`src/rtl/alu_issue_pkg.sv`:
```
// Shared definitions for the ALU issue unit: default sizes, FSM state encoding
// and the op-code values carried on instr_op / alu_op.
package alu_issue_pkg;

   localparam int DATA_W_DEF  = 8;
   localparam int REG_CNT_DEF = 4;
   localparam int IDX_W       = 2;

   typedef enum logic [1:0] {
      ST_IDLE = 2'd0,
      ST_EXEC = 2'd1,
      ST_DONE = 2'd2
   } state_e;

   localparam logic [1:0] OP_ADD = 2'b00;
   localparam logic [1:0] OP_SUB = 2'b01;
   localparam logic [1:0] OP_AND = 2'b10;
   localparam logic [1:0] OP_OR  = 2'b11;

endpackage

```
`src/rtl/alu_issue_regfile.sv`:
```
// Register file: two combinational read ports, one write port, async reset.
// With ALU_ISSUE_DBG_EN defined a third combinational read port is added.
module alu_issue_regfile
   import alu_issue_pkg::*;
#(
   parameter int DATA_W  = DATA_W_DEF,
   parameter int REG_CNT = REG_CNT_DEF
) (
   input  logic              clk,
   input  logic              rst,
   input  logic              we,
   input  logic [IDX_W-1:0]  waddr,
   input  logic [DATA_W-1:0] wdata,
   input  logic [IDX_W-1:0]  raddr_a,
   input  logic [IDX_W-1:0]  raddr_b,
   output logic [DATA_W-1:0] rdata_a,
   output logic [DATA_W-1:0] rdata_b
`ifdef ALU_ISSUE_DBG_EN
   ,
   input  logic [IDX_W-1:0]  raddr_d,
   output logic [DATA_W-1:0] rdata_d
`endif
);

   logic [DATA_W-1:0] mem_q [REG_CNT];
   logic [DATA_W-1:0] mem_d [REG_CNT];

   // next contents: the addressed entry takes wdata on a write
   always_comb begin
      mem_d = mem_q;
      if (we) begin
         mem_d[waddr] = wdata;
      end else begin
         mem_d = mem_q;
      end
   end

   // storage, cleared asynchronously
   always_ff @(posedge clk or posedge rst) begin
      if (rst) begin
         mem_q <= '{default: '0};
      end else begin
         mem_q <= mem_d;
      end
   end

   assign rdata_a = mem_q[raddr_a];
   assign rdata_b = mem_q[raddr_b];
`ifdef ALU_ISSUE_DBG_EN
   assign rdata_d = mem_q[raddr_d];
`endif

endmodule

```
`src/rtl/alu_issue_unit.sv`:
```
// Single-issue front end for an external combinational ALU: IDLE/EXEC/DONE FSM,
// operand fetch, writeback and Z flag. ALU_ISSUE_DBG_EN adds a register peek port.
module alu_issue_unit
   import alu_issue_pkg::*;
#(
   parameter int DATA_W  = DATA_W_DEF,
   parameter int REG_CNT = REG_CNT_DEF
) (
   input  logic              clk,
   input  logic              rst,
   input  logic              instr_valid,
   output logic              instr_ready,
   input  logic [1:0]        instr_op,
   input  logic [IDX_W-1:0]  instr_rd,
   input  logic [IDX_W-1:0]  instr_rs1,
   input  logic [IDX_W-1:0]  instr_rs2,
   input  logic              instr_imm_sel,
   input  logic [DATA_W-1:0] instr_imm,
   output logic [DATA_W-1:0] alu_a,
   output logic [DATA_W-1:0] alu_b,
   output logic [1:0]        alu_op,
   input  logic [DATA_W-1:0] alu_result,
   input  logic              alu_zero,
   output logic              done,
   output logic [IDX_W-1:0]  wb_rd,
   output logic [DATA_W-1:0] wb_data,
   output logic              zero_flag
`ifdef ALU_ISSUE_DBG_EN
   ,
   input  logic [IDX_W-1:0]  dbg_addr,
   output logic [DATA_W-1:0] dbg_data
`endif
);

   state_e             state_q, state_d;
   logic [1:0]         op_q, op_d;
   logic [IDX_W-1:0]   rd_q, rd_d, rs1_q, rs1_d, rs2_q, rs2_d;
   logic               imm_sel_q, imm_sel_d;
   logic [DATA_W-1:0]  imm_q, imm_d;
   logic [IDX_W-1:0]   wb_rd_q, wb_rd_d;
   logic [DATA_W-1:0]  wb_data_q, wb_data_d;
   logic               zero_q, zero_d;
   logic               accept_s;
   logic               exec_s;
   logic [DATA_W-1:0]  rdata_a_s, rdata_b_s;

   assign accept_s = instr_valid & instr_ready;
   assign exec_s   = (state_q == ST_EXEC);

   // state register
   always_ff @(posedge clk or posedge rst) begin
      if (rst) begin
         state_q <= ST_IDLE;
      end else begin
         state_q <= state_d;
      end
   end

   // next-state: EXEC always lasts one cycle, DONE doubles as an accept slot
   always_comb begin
      state_d = state_q;
      case (state_q)
         ST_IDLE: state_d = accept_s ? ST_EXEC : ST_IDLE;
         ST_EXEC: state_d = ST_DONE;
         ST_DONE: state_d = accept_s ? ST_EXEC : ST_IDLE;
         default: state_d = ST_IDLE;
      endcase
   end

   // outputs: ready also held low while rst is asserted
   always_comb begin
      instr_ready = 1'b0;
      done        = 1'b0;
      alu_a       = '0;
      alu_b       = '0;
      alu_op      = 2'b00;
      case (state_q)
         ST_IDLE: instr_ready = ~rst;
         ST_EXEC: begin
            alu_a  = rdata_a_s;
            alu_b  = imm_sel_q ? imm_q : rdata_b_s;
            alu_op = op_q;
         end
         ST_DONE: begin
            instr_ready = ~rst;
            done        = 1'b1;
         end
         default: instr_ready = 1'b0;
      endcase
   end

   // instruction latch and writeback report next values
   always_comb begin
      op_d      = op_q;
      rd_d      = rd_q;
      rs1_d     = rs1_q;
      rs2_d     = rs2_q;
      imm_sel_d = imm_sel_q;
      imm_d     = imm_q;
      wb_rd_d   = wb_rd_q;
      wb_data_d = wb_data_q;
      zero_d    = zero_q;
      if (accept_s) begin
         op_d      = instr_op;
         rd_d      = instr_rd;
         rs1_d     = instr_rs1;
         rs2_d     = instr_rs2;
         imm_sel_d = instr_imm_sel;
         imm_d     = instr_imm;
      end else if (exec_s) begin
         wb_rd_d   = rd_q;
         wb_data_d = alu_result;
         zero_d    = alu_zero;
      end else begin
         op_d      = op_q;
      end
   end

   // datapath registers
   always_ff @(posedge clk or posedge rst) begin
      if (rst) begin
         op_q      <= 2'b00;
         rd_q      <= '0;
         rs1_q     <= '0;
         rs2_q     <= '0;
         imm_sel_q <= 1'b0;
         imm_q     <= '0;
         wb_rd_q   <= '0;
         wb_data_q <= '0;
         zero_q    <= 1'b0;
      end else begin
         op_q      <= op_d;
         rd_q      <= rd_d;
         rs1_q     <= rs1_d;
         rs2_q     <= rs2_d;
         imm_sel_q <= imm_sel_d;
         imm_q     <= imm_d;
         wb_rd_q   <= wb_rd_d;
         wb_data_q <= wb_data_d;
         zero_q    <= zero_d;
      end
   end

   assign wb_rd     = wb_rd_q;
   assign wb_data   = wb_data_q;
   assign zero_flag = zero_q;

   alu_issue_regfile #(
      .DATA_W  (DATA_W),
      .REG_CNT (REG_CNT)
   ) u_regfile (
      .clk     (clk),
      .rst     (rst),
      .we      (exec_s),
      .waddr   (rd_q),
      .wdata   (alu_result),
      .raddr_a (rs1_q),
      .raddr_b (rs2_q),
      .rdata_a (rdata_a_s),
      .rdata_b (rdata_b_s)
`ifdef ALU_ISSUE_DBG_EN
      ,
      .raddr_d (dbg_addr),
      .rdata_d (dbg_data)
`endif
   );

endmodule

```
`config.mk`:
```
export PLATFORM = sky130hd
export DESIGN_NAME = alu_issue_unit
export DESIGN_NICKNAME = d
export VERILOG_FILES = /design/src/rtl/alu_issue_pkg.sv /design/src/rtl/alu_issue_regfile.sv /design/src/rtl/alu_issue_unit.sv
export SDC_FILE = /design/constraint.sdc
export NUM_CORES = 1
export LEC_CHECK = 0
export CORE_UTILIZATION = 40
export DETAILED_ROUTE_END_ITERATION = 7
export PLACE_DENSITY = 0.76
export SETUP_SLACK_MARGIN = 0.5
export SLEW_MARGIN = 20
export SYNTH_ARGS = -nofsm -noshare
export SYNTH_HDL_FRONTEND = slang
export SYNTH_HIERARCHICAL = 1
export SYNTH_SLANG_ARGS = --single-unit
```
`constraint.sdc`:
```
create_clock -name clk -period 1.8 [get_ports clk]
set_input_delay 0.36 -clock clk [delete_from_list [all_inputs] [get_ports clk]]
set_output_delay 0.36 -clock clk [all_outputs]
set_load 0.01 [all_outputs]
```
==> metrics.txt <==
final worst slack=-0.378 ns; RePlAce Congestion=0.763; Setup crit end kind=primary output; fmax=459 MHz; startpoint types=register; Main synth FF type=dfrtp_1; final worst path period share=121%; number of global-route vias before repair=2,176; Worst Hold Class=input port to async pin; synth cell count leaders=62 x dfrtp_1, 42 x mux2_2, 18 x mux2_4; number of flops mapped to enable cells by yosys=0; Crit Reg-Reg Startpoint=state_q[0]$_DFF_PP0_; CP peak stage delay=0.52 ns; total core area=7250 sq um; flop-to-flop setup slack=-0.03 ns; CTS Buf Count=9; GR Util met2=35.4%; Slew Viols, Final=0; GR Overflow Total=0; Clock transition at path regs=0.08 ns; CP max FO=2; slowest stage cell, crit path=mux4_2; die area=7880 sq um; worst reg2reg path depth=7; post-route ant nets=0; CTS tree=yes; FF-to-FF End=rs2_q[0]$_DFFE_PP0P_; Area contributors post-synth=dfrtp_1 52%, mux2_2 16%, mux4_2 12%, mux2_4 9.0%, mux2i_1 2.7%; Final Core Density=62.5%; Synth Register Bits=62; Final Setup Violations=29; Vias/cell=5.22; worst skew pair latency=0.34 ns; sequential-to-total area share from yosys stat=51.5%; H-tree levels=3; Max-slew headroom=64.7%; first-pass GRT wire length=12.2 mm; Post-Syn Nets=215; Synth async-reset ratio=100%; row cnt=31; grt met3 use=4.10%; number of DRC markers in iteration 0=115; Synth area leader=dfrtp_1; post-synthesis instance total=186; GRT met1 Usage=29.6%; pwr dens=1240 nW/um^2; unrepaired setup endpoints after global routing=yes; Total Wirelength=7.99 mm; layout cell share with drive strength beyond 1=62.7%; Critical path origin=rs2_q[0]$_DFFE_PP0P_; crit path cell chain=buf_6 > buf_6 > mux4_2 > mux2i_1 > nor2_1 > buf_2; area delta synth->final=50.5%; Worst EP arrival=1.82 ns; Yosys Warn Count=6; Residual DRC=0; actual slew at the worst max-slew pin=0.530 ns; Max Cap Viol=0; Total GRT Usage=21.9%; leak pwr=2.17 nW; crit-path most repeated cell=buf_6; Die Y=88.8 um; Port Buffers=59; Final Hold Fails=0; Clock Path Buffers=2; DR vias=2,040; fin crit period=2.18 ns; Crit Path Category=register to primary output; Finished Cell Area=4530 sq um; Placed Area=3860 sq um; worst slack, placed=-0.273 ns; Nets=316; most frequent cell after synthesis=dfrtp_1; post-synth cell types=20; 1st-pass router iterations=4; IO Pins=60; n_diodes=0; initial antenna violation count=0; Num Clock Sinks=62; Worst EP required=1.44 ns; Clock Tree Root=clkbuf_8; VDD IR max=0.000623 V; Syn Area/Cell=16.2 sq um; dpl hpwl=4.48 mm; Synth top area share=51.5%; Fill cells=495; die width=88.8 um; failing checks=setup timing; Mapped Area=3010 sq um; Design Power=5.63 mW; outcome=finished with violations; Min Hold Slack=0.384 ns; hold-fix buffers at CTS=0; Setup Skew=0.00984 ns; GR peak layer=met2; Initial Utilization=41.5%; pin count of the biggest net entering global routing=33; Avg WL per Cell=20.4 um
==> critical path, delay by kind of cell (launching register included) <==
kind,cells,cell delay [ns]
buffers and inverters,3,0.33
AND/OR/NAND/NOR,1,0.06
flip-flops,1,0.41
multiplexers,2,0.67
==> repair_timing <==
item	4_1_cts	5_1_grt
resized for setup	213	8
pin swaps	2	1
endpoints found under the setup margin	88	81
cloned	4	0
setup buffers	19	1
==> layout make-up <==
| type | instances | area [sq um] | area share (%) |
|---|---|---|---|
| Timing Repair Buffer | 100 | 1020 | 22.6 |
| Clock inverter | 4 | 70.1 | 1.55 |
| Inverter | 4 | 35.0 | 0.773 |
| Sequential cell | 62 | 1550 | 34.3 |
| Multi-Input combinational cell | 110 | 1580 | 34.9 |
| Tap cell | 99 | 124 | 2.73 |
| Clock buffer | 12 | 145 | 3.20 |
==> worst max path at each step <==
stage | endpoint | cells past startpoint
after floorplan | alu_b[0] | 4
after global placement | alu_b[5] | 5
after detailed placement | alu_b[4] | 5
after CTS | alu_b[6] | 6
after global routing | alu_b[6] | 6
final | alu_b[6] | 6
==> report_power, final <==
group | leakage [nW] | internal, mW | switching (mW)
Clock | 0.110 | 0.814 | 0.536
Combinational | 1.33 | 1.38 | 0.596
Sequential | 0.729 | 1.86 | 0.439
==> registers in the layout (all words and copies together) (netlist names) <==
signal,count
imm_sel_q,1
wb_rd,2
u_regfile/mem_q,32
rs1_q,2
op_q,2
zero_flag,1
wb_data,8
imm_q,8
rs2_q,2
state_q,2
rd_q,2
==> cells by family (layout without fill, tap and decap cells) <==
logic type | Yosys count | count (layout) | share of synthesized area [%]
flops | 62 | 62 | 51.5
mux | 84 | 84 | 39.3
simple gates | 26 | 26 | 5.77
buf+inv | 14 | 120 | 3.41
==> per-stage QoR <==
stage / TNS, ns / instances
floorplan: 0 / 186
CTS: -4.62 / 390
global placement: -3.36 / 351
detailed placement: -3.72 / 351
finish: -5.07 / 391
global route: -6.25 / 391
==> layout by cell type, fill, tap and decap left out <==
| cell type | synthesis | routed |
|---|---|---|
| and2_4 | 0 | 10 |
| and2b_1 | 1 | 1 |
| buf_12 | 1 | 5 |
| buf_16 | 0 | 2 |
| buf_2 | 4 | 21 |
| buf_4 | 0 | 9 |
| buf_6 | 2 | 32 |
| buf_8 | 1 | 2 |
| bufinv_16 | 0 | 2 |
| clkbuf_1 | 0 | 2 |
| clkbuf_16 | 0 | 1 |
| clkbuf_8 | 0 | 10 |
| clkdlybuf4s50_1 | 0 | 27 |
| clkinv_2 | 0 | 2 |
| clkinv_8 | 0 | 1 |
| dfrtp_1 | 62 | 60 |
| dfrtp_2 | 0 | 2 |
| dlygate4sd2_1 | 0 | 1 |
| inv_1 | 3 | 2 |
| inv_8 | 0 | 1 |
| mux2_4 | 18 | 60 |
| mux2i_1 | 8 | 8 |
| mux4_2 | 16 | 16 |
| nand2b_4 | 0 | 1 |
| nand3_4 | 0 | 1 |
| nand3b_4 | 0 | 2 |
| nor2_1 | 9 | 8 |
| nor2_2 | 0 | 1 |
| nor3b_4 | 1 | 2 |
==> per-layer routing <==
layer	vias up	part of all wire [%]
li1	880	-
met1	1067	45
met2	81	48
met3	12	5.5
met4	0	1.5
met5	-	0
Note: power is estimated with default switching activity, not from simulation.
